===== src/rtl/rotate_arbiter.sv =====
// Round-robin front end that shares one 32-bit barrel rotator between two requesters.
// One registered result stage with valid/ready handshakes and per-requester completion counters.

module rotate (
  input  logic [31:0] data_i,
  input  logic [4:0]  shift_i,
  input  logic        left_i,
  output logic [31:0] data_o
);

  logic [4:0]  amt_s;
  logic [31:0] st0_s;
  logic [31:0] st1_s;
  logic [31:0] st2_s;
  logic [31:0] st3_s;
  logic [31:0] st4_s;

  // A left rotate by k is a right rotate by (32-k) mod 32, so only right stages are built.
  always_comb begin
    amt_s  = left_i ? (5'd0 - shift_i) : shift_i;
    st0_s  = amt_s[0] ? {data_i[0],     data_i[31:1]}  : data_i;
    st1_s  = amt_s[1] ? {st0_s[1:0],    st0_s[31:2]}   : st0_s;
    st2_s  = amt_s[2] ? {st1_s[3:0],    st1_s[31:4]}   : st1_s;
    st3_s  = amt_s[3] ? {st2_s[7:0],    st2_s[31:8]}   : st2_s;
    st4_s  = amt_s[4] ? {st3_s[15:0],   st3_s[31:16]}  : st3_s;
    data_o = st4_s;
  end

endmodule

module rotate_arbiter #(
  parameter int   CNT_W   = 16,
  parameter logic RR_INIT = 1'b0
) (
  input  logic             clk,
  input  logic             rst_n,
  input  logic             req0_valid,
  output logic             req0_ready,
  input  logic [31:0]      req0_data,
  input  logic [4:0]       req0_shift,
  input  logic             req0_left,
  input  logic             req1_valid,
  output logic             req1_ready,
  input  logic [31:0]      req1_data,
  input  logic [4:0]       req1_shift,
  input  logic             req1_left,
  output logic             out_valid,
  input  logic             out_ready,
  output logic [31:0]      out_data,
  output logic             out_id,
  output logic [CNT_W-1:0] cnt0,
  output logic [CNT_W-1:0] cnt1
);

  localparam logic [CNT_W-1:0] CNT_ONE = {{(CNT_W-1){1'b0}}, 1'b1};

  logic             out_valid_q, out_valid_d;
  logic [31:0]      out_data_q,  out_data_d;
  logic             out_id_q,    out_id_d;
  logic             ptr_q,       ptr_d;
  logic [CNT_W-1:0] cnt0_q,      cnt0_d;
  logic [CNT_W-1:0] cnt1_q,      cnt1_d;

  logic        slot_free_s;
  logic        grant_vld_s;
  logic        grant_id_s;
  logic        accept_s;
  logic        consume_s;
  logic [31:0] rot_data_s;
  logic [4:0]  rot_shift_s;
  logic        rot_left_s;
  logic [31:0] rot_res_s;

  // Grant: contested requests go to the pointer, an uncontested one wins outright.
  always_comb begin
    grant_vld_s = 1'b0;
    grant_id_s  = 1'b0;
    if (req0_valid && req1_valid) begin
      grant_vld_s = 1'b1;
      grant_id_s  = ptr_q;
    end else if (req0_valid) begin
      grant_vld_s = 1'b1;
      grant_id_s  = 1'b0;
    end else if (req1_valid) begin
      grant_vld_s = 1'b1;
      grant_id_s  = 1'b1;
    end else begin
      grant_vld_s = 1'b0;
      grant_id_s  = 1'b0;
    end
  end

  assign slot_free_s = !out_valid_q || out_ready;
  assign accept_s    = grant_vld_s && slot_free_s;
  assign consume_s   = out_valid_q && out_ready;

  // rst_n gating keeps both readies low for the whole reset window.
  assign req0_ready  = rst_n && slot_free_s && grant_vld_s && (grant_id_s == 1'b0);
  assign req1_ready  = rst_n && slot_free_s && grant_vld_s && (grant_id_s == 1'b1);

  assign rot_data_s  = grant_id_s ? req1_data  : req0_data;
  assign rot_shift_s = grant_id_s ? req1_shift : req0_shift;
  assign rot_left_s  = grant_id_s ? req1_left  : req0_left;

  rotate u_rotate (
    .data_i  (rot_data_s),
    .shift_i (rot_shift_s),
    .left_i  (rot_left_s),
    .data_o  (rot_res_s)
  );

  // Next state: a new accept overrides a drain, so drain+accept never leaves a bubble.
  always_comb begin
    out_valid_d = out_valid_q;
    out_data_d  = out_data_q;
    out_id_d    = out_id_q;
    ptr_d       = ptr_q;
    cnt0_d      = cnt0_q;
    cnt1_d      = cnt1_q;
    if (accept_s) begin
      out_valid_d = 1'b1;
      out_data_d  = rot_res_s;
      out_id_d    = grant_id_s;
      ptr_d       = ~grant_id_s;
    end else if (consume_s) begin
      out_valid_d = 1'b0;
    end else begin
      out_valid_d = out_valid_q;
    end
    if (consume_s) begin
      if (out_id_q) begin
        cnt1_d = cnt1_q + CNT_ONE;
      end else begin
        cnt0_d = cnt0_q + CNT_ONE;
      end
    end else begin
      cnt0_d = cnt0_q;
    end
  end

  // State registers.
  always_ff @(posedge clk or negedge rst_n) begin
    if (!rst_n) begin
      out_valid_q <= 1'b0;
      out_data_q  <= 32'h0000_0000;
      out_id_q    <= 1'b0;
      ptr_q       <= RR_INIT;
      cnt0_q      <= {CNT_W{1'b0}};
      cnt1_q      <= {CNT_W{1'b0}};
    end else begin
      out_valid_q <= out_valid_d;
      out_data_q  <= out_data_d;
      out_id_q    <= out_id_d;
      ptr_q       <= ptr_d;
      cnt0_q      <= cnt0_d;
      cnt1_q      <= cnt1_d;
    end
  end

  assign out_valid = out_valid_q;
  assign out_data  = out_data_q;
  assign out_id    = out_id_q;
  assign cnt0      = cnt0_q;
  assign cnt1      = cnt1_q;

endmodule


===== config.mk =====
export PLATFORM = sky130hd
export DESIGN_NAME = rotate_arbiter
export DESIGN_NICKNAME = d
export VERILOG_FILES = /design/src/rtl/rotate_arbiter.sv
export SDC_FILE = /design/constraint.sdc
export NUM_CORES = 1
export LEC_CHECK = 0
export CORE_ASPECT_RATIO = 1.25
export CORE_UTILIZATION = 29
export DETAILED_ROUTE_END_ITERATION = 10
export PLACE_DENSITY = 0.58
export SYNTH_ARGS = -nofsm -noshare
export SYNTH_HDL_FRONTEND = slang
export SYNTH_SLANG_ARGS = --single-unit
export TNS_END_PERCENT = 30

===== constraint.sdc =====
create_clock -name clk -period 4.1 [get_ports clk]
set_clock_uncertainty 0.05 [all_clocks]
set_input_delay 0.41 -clock clk [delete_from_list [all_inputs] [get_ports clk]]
set_output_delay 0.41 -clock clk [all_outputs]
set_load 0.005 [all_outputs]

# Word level (Yosys, flattened, before mapping)
# Index checks and enable logic that the tools add are counted.
dict set report op_classes {
  mux 16
  bitwise 2
  addsub 3
  reduce_logical 12
}
# op n
set ops {}
lappend ops {{$mux 32} 6}
lappend ops {{$add 16x1->16 const B} 2}
lappend ops {{$mux 5} 2}
lappend ops {{$mux 1} 8}
lappend ops {{$logic_and 1x1->1} 7}
lappend ops {{$sub 1x5->5 const A} 1}
lappend ops {{$reduce_and 2->1} 2}
lappend ops {{$not 1->1} 2}
lappend ops {{$reduce_bool 2->1} 1}
lappend ops {{$logic_not 1->1} 1}
lappend ops {{$logic_or 1x1->1} 1}
dict set report totals {
  out_inout_bits 68
  ff_bits 67
}

# Logic depth before layout (Yosys ltp)
dict set report logic_depth {
  word_depth 11
  depth_mapped 10
}

# By module
# From an unflattened synthesis, not the netlist that was laid out.
dict set report unflattened {
  hier_cells 480
  hier_area_um2 5038.6
}
# module cells_per_inst n_inst area_each_um2
set modules_own_cells {}
lappend modules_own_cells {rotate_arbiter 247 1 3220.6}
lappend modules_own_cells {rotate 233 1 1818.0}

# Worst setup path before layout
# OpenSTA, ideal clock, no wires.
dict set report synth_timing {
  path_type {in2out}
  from {in req1_valid}
  to {out req0_ready}
  path_slack_ns 1.688
  n_path_buf 5
  cell_stages 8
  arrival_time_ns 1.952
  cell_sequence {buf_2 > clkbuf_1 > clkbuf_1 > o21a_1 > clkbuf_1 > clkbuf_1 > nand2_1 > nor2_1}
}
dict set report synth_between {
  elab_chain_cells 5
  word_cells_on_any_way 9
}
# element line_no
set synth_lines {}
lappend synth_lines {{start, declared} 42} ;# input logic req1_valid,
lappend synth_lines {{$mux 1} 84} ;# end else if (req1_valid) begin
lappend synth_lines {{$mux 1} 81} ;# end else if (req0_valid) begin
lappend synth_lines {{$mux 1} 78} ;# if (req0_valid && req1_valid) begin
lappend synth_lines {{$logic_and 1x1->1 or $not 1->1 (tied branches)} 98} ;# assign req0_ready = rst_n && slot_free_s && grant_vld_s && (grant_id_s == 1'b0);
lappend synth_lines {{$logic_and 1x1->1 *} 98}
lappend synth_lines {{end, declared} 38} ;# output logic req0_ready,
# Every way passes the cells marked *; elsewhere a longest branch is shown, timed or not.

# Final worst setup path
dict set report layout_timing {
  from {in req0_left}
  to {reg out_data_q[30] (netlist: out_data[30])}
}
dict set report layout_between {
  elab_chain_cells 7
}
# element line_no
set layout_lines {}
lappend layout_lines {{start, declared} 41} ;# input logic req0_left,
lappend layout_lines {{$mux 1 *} 103} ;# assign rot_left_s = grant_id_s ? req1_left : req0_left;
lappend layout_lines {{$mux 5 *} 20} ;# amt_s = left_i ? (5'd0 - shift_i) : shift_i;
lappend layout_lines {{$mux 32} 21} ;# st0_s = amt_s[0] ? {data_i[0], data_i[31:1]} : data_i;
lappend layout_lines {{$mux 32} 22} ;# st1_s = amt_s[1] ? {st0_s[1:0], st0_s[31:2]} : st0_s;
lappend layout_lines {{$mux 32} 23} ;# st2_s = amt_s[2] ? {st1_s[3:0], st1_s[31:4]} : st1_s;
lappend layout_lines {{$mux 32} 24} ;# st3_s = amt_s[3] ? {st2_s[7:0], st2_s[31:8]} : st2_s;
lappend layout_lines {{$mux 32 *} 25} ;# st4_s = amt_s[4] ? {st3_s[15:0], st3_s[31:16]} : st3_s;
lappend layout_lines {{end signal, assigned} 152} ;# out_data_q <= out_data_d;
lappend layout_lines {{end, declared} 58} ;# logic [31:0] out_data_q, out_data_d;
# Marks and branches as above.
# A chain may end at the register's enable or synchronous reset.

==> metrics.md <==
| Metric | Value |
|---|---|
| Status | `finished clean` |
| Core ar. | `20700 um^2` |
| Post-Syn Instances | `692` |
| XOR/XNOR Fraction of Synth Area | `5.43%` |
| Reg2Reg Depth | `8` |
| Gr ovfl total | `0` |
| Crit path from | `req0_left` |
| Post-synth EDFFs | `0` |
| Synth unique cells | `63` |
| Start of the worst register-to-register path | `ptr_q$_DFFE_PN0P_` |
| Largest net degree at the start of global routing | `68` |
| CP required | `4.25 ns` |
| Simple-Gate Fraction of Synth Area | `16.1%` |
| Row cnt | `59` |
| Ranking of synthesized cells by area | `dfrtp_1, mux2_2, nor2_1` |
| Syn nets | `775` |
| Maximum clock rate | `305 MHz` |
| Final WL | `20.9 mm` |
| Clock transition at path regs | `0.06 ns` |
| Hold WC Path Type | `in2async` |
| Reg2reg setup slack | `1.26 ns` |
| GR Util met1 | `25.5%` |
| Gr busiest metal | `met2` |
| Netlist Area Pre-Place | `6130 um^2` |
| Fraction of layout cells with a size suffix above 1 | `14.6%` |
| Max-slew violation count | `0` |
| Total track usage | `19.1%` |
| Worst path bufs/invs | `2` |
| Via count of the first global-routing pass | `5803` |
| Total negative slack | `0 ns` |
| DRC violations left | `0` |
| Die ar. | `21700 um^2` |
| NumNets Final | `887` |
| Leak | `3.06 nW` |
| Area leader, netlist | `dfrtp_1` |
| DR iter-0 viols | `499` |
| Final setup fails | `0` |
| Clk sinks | `67` |
| Least-Margin Pin Slew | `1.03 ns` |
| Crit path depth | `9` |
| Post-synthesis sequential area ratio | `27.4%` |
| Chip width | `132 um` |
| Top_reg_cell synth | `dfrtp_1` |
| Routed len/inst | `19.3 um` |
| Area of the multi-input gates | `4120 um^2` |
| CTS tree | `yes` |
| Setup crit start kind | `primary input` |
| Drt pass-1 iters | `5` |
| Initial antenna violation count | `0` |
| Crit Reg-Reg Endpoint | `out_data[15]$_DFFE_PN0P_` |
| Final worst path period share | `80.1%` |
| PortBufs | `148` |
| Critical path cell sequence | `clkdlybuf4s50_1 -> a21bo_2 -> nand2_1 -> buf_4 -> nand2_1 -> nand4_1 -> mux2_2 -> a2111oi_0 -> nor2_1` |
| Delay-heaviest family, CP | `buffers and inverters` |
| Post-route ant nets | `0` |
| CTS root buf | `clkbuf_16` |
| Final Hold Viols | `0` |
| Crit end category | `register` |
| Pwr per Cell Area | `394 nW/um^2` |
| Worst-path fanout max | `17` |
| Routed via count | `6298` |
| GP Congestion | `0.926` |
| Mux cell area share after synthesis | `15.7%` |
| Met3 Usage GRT | `2.33%` |
| Complex-gate fraction of the synthesized area | `29.5%` |
| Storage cell area | `1680 um^2` |
| Placed instance count | `1067` |
| First-pass GRT wire length | `32.8 mm` |
| Inserted Diodes | `0` |
| Cell mode on critical path | `nand2_1` |
| Syn. warnings | `0` |
| Num CTS Buffers | `9` |
| Synth Area per Inst | `8.85 um^2` |
| Fin crit period | `3.28 ns` |
| Hold slack | `0.228 ns` |
| Adder-cell share of the synthesized area | `0.408%` |
| CP Class | `in2reg` |
| Drt via density | `5.82` |
| Initial core utilization | `29.5%` |
| Max-cap viol count | `0` |
| H-tree depth | `3` |
| Area delta synth->final | `31.9%` |
| Crit path largest cell delay | `0.63 ns` |
| Clock latency at the later pin of the worst-skew pair | `0.33 ns` |
| Fill count | `2091` |
| Slew margin rel. | `29.3%` |
| I/O Pins | `149` |
| Finished Layout Cells | `1083` |
| Setup crit end | `out_data[30]$_DFFE_PN0P_` |
| CTS Hold Bufs | `0` |
| Slowest stage cell, crit path | `clkdlybuf4s50_1` |
| Max VDD drop | `0.210 mV` |
| Fraction of registers with async set/reset | `100%` |
| Longest Clk Path Bufs | `2` |
| Dpl hpwl | `16.2 mm` |
| Post-CTS Setup Inserts | `0` |
| Met2 Use GR | `31.1%` |
| Post-CTS Resized | `0` |
| Die Y | `165 um` |
| RSZ-0062 raised after global routing | `false` |
| Top cell type's share of synthesized area | `27.4%` |
| CP Data Arrival Time | `3.43 ns` |
| Synthesized flop and latch total | `67` |
| Combinational family with the most area after synthesis | `compound AO/OA/AOI/OAI gates` |
==> cell usage in the layout (no fill, tap or decap), drive strengths merged, types with 14 or more instances in the layout <==
master / count
clkdlybuf4s50: 144
nor2: 76
dfrtp: 67
mux2: 59
nand2: 41
nand3: 41
a32oi: 27
and3: 26
o22a: 23
mux2i: 22
buf: 22
xnor2: 21
a21oi: 21
a31oi: 21
xor2: 17
o21ai: 16
o22ai: 14
a22oi: 14
==> layout make-up <==
| cell class | count | share of cell area [%] |
|---|---|---|
| inverters | 3 | 0.139 |
| clock inverters | 7 | 1.24 |
| repair buffers | 166 | 19.9 |
| well taps | 274 | 4.24 |
| flip-flops and latches | 67 | 20.7 |
| multi-input cells | 557 | 51.0 |
| clock buffers | 9 | 2.79 |
==> worst reg2reg max path, cell delays in order (launching register included) <==
cell and delay (ns):
dfrtp_1 0.40, nand2b_2 0.22, nand2_1 0.15, buf_4 0.25, mux2_2 0.56, buf_4 0.28, a31oi_1 0.44, a22oi_1 0.14
a41oi_1 0.25
==> Yosys cell counts, drive strengths merged (3+ instances only) <==
master,count
nor2,76
dfrtp,67
mux2,59
nand2,41
nand3,41
clkbuf,37
buf,28
a32oi,27
and3,26
o22a,23
mux2i,22
a21oi,21
a31oi,21
xnor2,21
xor2,17
o21ai,16
a22oi,14
o22ai,14
a311oi,13
o2111ai,13
o221ai,13
a221oi,10
nand4,9
a2bb2oi,8
a2111oi,7
a41oi,7
nor3,5
inv,3
==> stage by stage <==
| step | utilization [%] | power (mW) | worst slack, ns | instance area (um^2) |
|---|---|---|---|---|
| 2_1_floorplan | - | 1.71 | 1.69 | 6130 |
| 3_3_place_gp | 37.4 | 2.35 | 0.495 | 7760 |
| 3_5_place_dp | 37.4 | 2.36 | 0.428 | 7760 |
| 4_1_cts | 39.0 | 3.21 | 0.815 | 8080 |
| 5_1_grt | 39.0 | 3.39 | 0.665 | 8080 |
| 6_report | 39.0 | 3.19 | 0.816 | 8080 |
==> flip-flops by register name (all words and copies together), names as in the netlist <==
| signal | cells |
|---|---|
| out_data | 32 |
| cnt0 | 16 |
| cnt1 | 16 |
| out_id | 1 |
| out_valid | 1 |
| ptr_q | 1 |
==> logic make-up after synthesis <==
family / Yosys count
simple gates: 211
compound gates: 225
fa+ha+maj: 2
buf+inv: 68
xor+xnor: 38
flops: 67
mux: 81
==> routing by layer <==
layer  routed length, um  up-vias
met5                   0        -
li1                    -     2944
met4                 841        0
met3                1560       61
met1                9090     2927
met2                9450      366
==> power breakdown <==
group          leakage [nW]  total, mW  internal, mW  switching, mW
logic                  2.08       1.42         0.704          0.719
registers             0.820      0.934         0.810          0.124
clock network         0.160      0.831         0.536          0.295
total                  3.06       3.19          2.05           1.14
==> worst min-delay path by stage <==
| stage | start | to | cells past startpoint |
|---|---|---|---|
| finish | rst_n | out_data[2]$_DFFE_PN0P_ | 2 |
| detailed placement | cnt1[15]$_DFFE_PN0P_ | cnt1[15]$_DFFE_PN0P_ | 1 |
| global placement | cnt0[15]$_DFFE_PN0P_ | cnt0[15]$_DFFE_PN0P_ | 1 |
| CTS | rst_n | cnt0[2]$_DFFE_PN0P_ | 2 |
| global route | rst_n | cnt1[2]$_DFFE_PN0P_ | 2 |
| floorplan | rst_n | cnt0[0]$_DFFE_PN0P_ | 0 |
(Power assumes the default switching activity.)
